### src/rtl/synth_pkg.sv
// Shared types and constants for the synth's PWM receive path.
package synth_pkg;

    localparam int unsigned PWM_W = 8;

    typedef enum logic [1:0] {
        HUNT,
        ACQ,
        LOCK
    } pwm_dec_state_t;

endpackage

### src/rtl/pwm_decoder_if.sv
// Decoded sample stream: sample, its valid strobe and the lock/alignment status.
interface pwm_decoder_if #(
    parameter int unsigned W = synth_pkg::PWM_W
) ();

    logic [W-1:0] sample_out;
    logic         sample_valid;
    logic         locked;
    logic         sync_err;

    modport master (
        output sample_out,
        output sample_valid,
        output locked,
        output sync_err
    );

    modport slave (
        input sample_out,
        input sample_valid,
        input locked,
        input sync_err
    );

endinterface

### src/rtl/sync_edge.sv
// Two-flop synchronizer followed by a registered rising-edge detect.
module sync_edge (
    input  logic clk,
    input  logic n_rst,
    input  logic d,
    output logic q,
    output logic rise
);

    logic s1, s2, s3;

    always_ff @(posedge clk or negedge n_rst) begin
        if (!n_rst) begin
            s1 <= 1'b0;
            s2 <= 1'b0;
            s3 <= 1'b0;
        end else begin
            s1 <= d;
            s2 <= s1;
            s3 <= s2;
        end
    end

    assign q    = s2;
    assign rise = s2 & ~s3;

endmodule

### src/rtl/pwm_decoder.sv
// Recovers W-bit samples from a 1-bit PWM stream by counting high clocks per 2**W-clock
// frame, with frame alignment tracked by a HUNT/ACQ/LOCK state machine.
module pwm_decoder
    import synth_pkg::*;
#(
    parameter int unsigned W = PWM_W
) (
    input  logic          clk,
    input  logic          n_rst,
    input  logic          enable,
    input  logic          pwm_in,
    pwm_decoder_if.master dec
);

    localparam logic [W-1:0] FCNT_MAX = {W{1'b1}};
    localparam logic [W:0]   HCNT_SAT = {1'b0, {W{1'b1}}};
    localparam logic [W-1:0] FCNT_ONE = {{(W-1){1'b0}}, 1'b1};
    localparam logic [W:0]   HCNT_ONE = {{W{1'b0}}, 1'b1};

    pwm_dec_state_t state_q, state_d;
    logic [W-1:0]   fcnt_q, fcnt_d;
    logic [W:0]     hcnt_q, hcnt_d;
    logic [W-1:0]   sample_q, sample_d;
    logic           valid_q, valid_d;
    logic           err_q, err_d;
    logic           locked_q;

    logic           s2;
    logic           rise;
    logic           frame_end;
    logic [W:0]     hsum;

    sync_edge u_sync_edge (
        .clk  (clk),
        .n_rst(n_rst),
        .d    (pwm_in),
        .q    (s2),
        .rise (rise)
    );

    // High count including the current cycle; at frame end this is the frame's duty.
    assign hsum      = hcnt_q + {{W{1'b0}}, s2};
    assign frame_end = (state_q != HUNT) && (fcnt_q == FCNT_MAX);

    always_comb begin
        state_d  = state_q;
        fcnt_d   = fcnt_q + 1'b1;
        hcnt_d   = hsum;
        sample_d = sample_q;
        valid_d  = 1'b0;
        err_d    = 1'b0;

        if (!enable) begin
            state_d = HUNT;
            fcnt_d  = '0;
            hcnt_d  = '0;
        end else begin
            unique case (state_q)
                HUNT: begin
                    fcnt_d = '0;
                    hcnt_d = '0;
                    if (rise) begin
                        state_d = ACQ;
                    end
                end
                ACQ, LOCK: begin
                    if (frame_end) begin
                        valid_d  = 1'b1;
                        sample_d = (hsum > HCNT_SAT) ? FCNT_MAX : hsum[W-1:0];
                        hcnt_d   = '0;
                        state_d  = LOCK;
                    end
                end
                default: state_d = HUNT;
            endcase

            // The rise cycle is frame index 0, so the next cycle is index 1.
            if (rise) begin
                fcnt_d = FCNT_ONE;
                hcnt_d = HCNT_ONE;
                if (state_q == LOCK && fcnt_q != '0) begin
                    err_d   = 1'b1;
                    state_d = ACQ;
                end
            end
        end
    end

    always_ff @(posedge clk or negedge n_rst) begin
        if (!n_rst) begin
            state_q  <= HUNT;
            fcnt_q   <= '0;
            hcnt_q   <= '0;
            sample_q <= '0;
            valid_q  <= 1'b0;
            err_q    <= 1'b0;
            locked_q <= 1'b0;
        end else begin
            state_q  <= state_d;
            fcnt_q   <= fcnt_d;
            hcnt_q   <= hcnt_d;
            sample_q <= sample_d;
            valid_q  <= valid_d;
            err_q    <= err_d;
            locked_q <= (state_d == LOCK);
        end
    end

    assign dec.sample_out   = sample_q;
    assign dec.sample_valid = valid_q;
    assign dec.locked       = locked_q;
    assign dec.sync_err     = err_q;

endmodule

### src/flat_wrapper.sv
// flat-port wrapper written by rule: the top's interface ports become plain ports
module pwm_decoder_flat import synth_pkg::*;
#(
    parameter int unsigned W = PWM_W
)
  (clk, n_rst, enable, pwm_in, dec_sample_out, dec_sample_valid, dec_locked, dec_sync_err);
  pwm_decoder_if #(.W(W)) dec_i ();
  input  logic clk;
  input  logic n_rst;
  input  logic enable;
  input  logic pwm_in;
  output wire logic [$bits(dec_i.sample_out)-1:0] dec_sample_out;
  output wire logic [$bits(dec_i.sample_valid)-1:0] dec_sample_valid;
  output wire logic [$bits(dec_i.locked)-1:0] dec_locked;
  output wire logic [$bits(dec_i.sync_err)-1:0] dec_sync_err;
  assign dec_sample_out = dec_i.sample_out;
  assign dec_sample_valid = dec_i.sample_valid;
  assign dec_locked = dec_i.locked;
  assign dec_sync_err = dec_i.sync_err;
  pwm_decoder #(.W(W)) u_core (.clk(clk), .n_rst(n_rst), .enable(enable), .pwm_in(pwm_in), .dec(dec_i));
endmodule
### config.mk
export PLATFORM = sky130hd
export DESIGN_NAME = pwm_decoder_flat
export DESIGN_NICKNAME = d
export VERILOG_FILES = /design/src/rtl/synth_pkg.sv /design/src/rtl/pwm_decoder_if.sv /design/src/rtl/sync_edge.sv /design/src/rtl/pwm_decoder.sv /design/src/flat_wrapper.sv
export SDC_FILE = /design/constraint.sdc
export NUM_CORES = 1
export LEC_CHECK = 0
export ABC_AREA = 1
export BUFFER_PORTS_ARGS = -buffer_cell sky130_fd_sc_hd__buf_4
export CORE_MARGIN = 2
export CORE_UTILIZATION = 50
export CTS_CLUSTER_DIAMETER = 120
export DETAILED_ROUTE_END_ITERATION = 12
export PLACE_DENSITY = 0.72
export SYNTH_ARGS = -nofsm -noshare
export SYNTH_HDL_FRONTEND = slang
export SYNTH_SLANG_ARGS = --single-unit
### constraint.sdc
create_clock -name clk -period 4 [get_ports clk]
set_clock_uncertainty 0.05 [all_clocks]
set_input_delay 0.2 -clock clk [delete_from_list [all_inputs] [get_ports clk]]
set_output_delay 0.2 -clock clk [all_outputs]
set_load 0.005 [all_outputs]
==> flow_summary.ini <==
[grt]
track_usage = 0.192
antenna_found_initial = 0
overflow = 0
grt_max_degree = 34
grt_pass1_wl_um = 5090
grt_pass1_vias = 1189

[synth]
netlist_instances = 190
yosysTopAreaCellShare = 0.516
synth.avg_cell_area_um2 = 8.43
ys_seq_area_frac = 0.516
netlist_top_cells_area = dfrtp_1, nand2_1, nor2_1, ha_1, inv_1
synthesis.area_mm2 = 0.00160
ys_types = 21
synth_largest_area_cell = dfrtp_1
synth_fp_nets = 202
ys_seq_elements = 33
ys_warn_count = 0

[pwr]
power_uw = 559
p_comb_frac = 0.061
power_density_mw_per_mm2 = 305
internal_power_uw = 432
p_leak_uw = 0.000987
clock_power_share = 0.333
ir_worst_vdd_uv = 197
seq_power_share = 0.607
swShare = 0.228
power_switching_uw = 128

[clock_network]
clk_latency_ns = 0.33
path_clk_slew_ns = 0.09
cts-root-buf = clkbuf_4
cts_resized = 0
cts_tree = built
cts_sinks = 33
cts_buffer_depth = 2
numCtsBuffers = 5
h-tree-depth = 2

[routing]
num_vias = 1230
dr.pass1.iters = 4
drc_errors = 0
wl_per_cell_um = 11.4
drt.antenna.violating_nets = 0
viasPerCell = 4.79
totalWireLength_um = 2930
drt-initial-drc-count = 56

[floorplanning]
fp.coreArea_mm2 = 0.00305
die_w_um = 60.6
die_height_um = 60.6
initial_core_util = 0.525
boundaryPins = 15
rows = 20
design.die.area_mm2 = 0.00367

[finish]
fillers = 284
n_antenna_cell = 0
num-nets-final = 225
drive_above_1_share = 0.141
areaGrowthSynthToFinish_pct = 14.7

[run]
drv_cap = 0

[placement]
dp_hpwl_um = 2220
place.gp.congestion = 0.871
port_buffers = 14

[min_path]
whs_path_depth = 3
holdCritStartpoint = enable
min_path_type = in2reg
holdPathEnd = u_core.dec.sync_err$_DFF_PN0_

[timing]
slew_viol_final = 0
relSlewSlack = 0.729
clock.fmax_mhz = 549
hold_viol = 0
setup_violations = 0
rsz0062_at_grt = false
tightestPinTransition_ns = 0.405
finalCritPeriodShare = 0.455
min_period_ns = 1.82
tns_ns = 0

[setup_path]
worstReg2RegEnd = u_core.dec.sample_out[1]$_DFFE_PN0P_
r2r_slack_ns = 2.18
reg2reg_depth = 10
crit_type = reg2reg
worstPathArrival_ns = 1.99
cp-start-kind = flip-flop
cp-end-kind = flip-flop
cp_max_fo = 9
crit_required_ns = 4.17
r2r_start = u_core.u_sync_edge.q$_DFF_PN0_

[run_status]
outcome = finished, final reports clean
worst max-delay path by stage:
stage / start / end / cells after the start
4_1_cts: u_core.u_sync_edge.q$_DFF_PN0_ / u_core.dec.sample_out[1]$_DFFE_PN0P_ / 10
6_report: u_core.u_sync_edge.q$_DFF_PN0_ / u_core.dec.sample_out[1]$_DFFE_PN0P_ / 10
5_1_grt: u_core.u_sync_edge.q$_DFF_PN0_ / u_core.dec.sample_out[1]$_DFFE_PN0P_ / 10
2_1_floorplan: u_core.u_sync_edge.q$_DFF_PN0_ / u_core.dec.sample_out[0]$_DFFE_PN0P_ / 10
3_5_place_dp: u_core.u_sync_edge.q$_DFF_PN0_ / u_core.dec.sample_out[1]$_DFFE_PN0P_ / 10
3_3_place_gp: u_core.u_sync_edge.q$_DFF_PN0_ / u_core.dec.sample_out[6]$_DFFE_PN0P_ / 10
synthesized netlist by cell type:
cell type and count:
bufinv_8 1, nand2_1 62, nand3_1 10, inv_1 20
nand3_4 1, dfrtp_1 33, a21oi_1 7, clkinv_1 1
inv_4 1, nand4_1 1, nand2_2 1, o21ai_1 2
xnor2_1 1, o21ai_0 6, nor2_1 27, ha_1 8
nand2_4 1, inv_2 2, xor2_1 2, nor2_4 2
nor3_4 1
cells in the final DEF, fill, tap and decap left out, types with 2 or more instances in the layout:
| cell type | Yosys | routed |
|---|---|---|
| nand2_1 | 62 | 62 |
| dfrtp_1 | 33 | 33 |
| nor2_1 | 27 | 27 |
| inv_1 | 20 | 20 |
| buf_4 | 0 | 14 |
| nand3_1 | 10 | 10 |
| ha_1 | 8 | 8 |
| a21oi_1 | 7 | 7 |
| o21ai_0 | 6 | 6 |
| clkbuf_4 | 0 | 5 |
| nor2_4 | 2 | 2 |
| inv_2 | 2 | 2 |
| o21ai_1 | 2 | 2 |
| xor2_1 | 2 | 2 |
| dlygate4sd3_1 | 0 | 2 |
cell families after synthesis:
logic type	after synthesis	synth area share
buffers and inverters	25	0.0688
AO/OA/AOI/OAI	15	0.0469
XOR/XNOR	3	0.0164
AND/OR/NAND/NOR	106	0.290
flip-flops	33	0.516
adder cells (fa/ha/maj)	8	0.0625
registers in the layout, indices dropped and copies added (netlist names):
register,count
u_core.dec.locked,1
u_core.state_q,2
u_core.u_sync_edge.q,1
u_core.hcnt_q,9
u_core.dec.sample_out,8
u_core.u_sync_edge.s1,1
u_core.dec.sample_valid,1
u_core.u_sync_edge.s3,1
u_core.dec.sync_err,1
u_core.fcnt_q,8
routing by layer:
metal,vias up,GRT usage,wire (µm)
met2,19,0.318,1490
met3,6,0.0576,111
li1,631,-,-
met1,574,0.238,1270
met4,0,0.0745,55
met5,-,0,0
cell type report:
type,count,area (µm²),area share
sequential,33,826,0.450
tap,44,55.1,0.0300
clock buffer,7,55.1,0.0300
inverter,25,110,0.0599
multi-input combinational,132,666,0.362
timing repair buffer,16,125,0.0681
worst max-delay path: stages, from the launching register on:
cell,delay (ns)
dfrtp_1,0.42
ha_1,0.21
ha_1,0.21
nand3_1,0.15
inv_1,0.10
nand3_1,0.08
nand2_1,0.05
nand2_1,0.23
nand2_1,0.10
nand2_1,0.08
nand2_1,0.05
power by group through the flow:
stage / combinational (µW) / sequential (µW) / clock (µW)
floorplan: 19.4 / 345 / 0
global placement: 31.9 / 346 / 0
detailed placement: 32.9 / 346 / 0
CTS: 34.6 / 339 / 193
global route: 40.4 / 340 / 205
finish: 33.9 / 339 / 186
per-stage QoR:
stage          setup WS (ns)  instances  hold WS [ns]  area, µm²   util
6_report                2.18        257        0.0810       1840  0.602
5_1_grt                 2.03        257        0.0831       1840  0.602
4_1_cts                 2.18        257        0.0720       1840  0.602
3_5_place_dp            2.19        248         0.115       1760  0.577
3_3_place_gp            2.26        248         0.105       1760  0.577
2_1_floorplan           2.45        190        -0.146       1600      -
timing repair:
item                      in CTS  in global routing
setup buffers                  0                  0
hold endpoints to repair      34                  0
hold buffers                   2                  0
(Power assumes the default switching activity.)
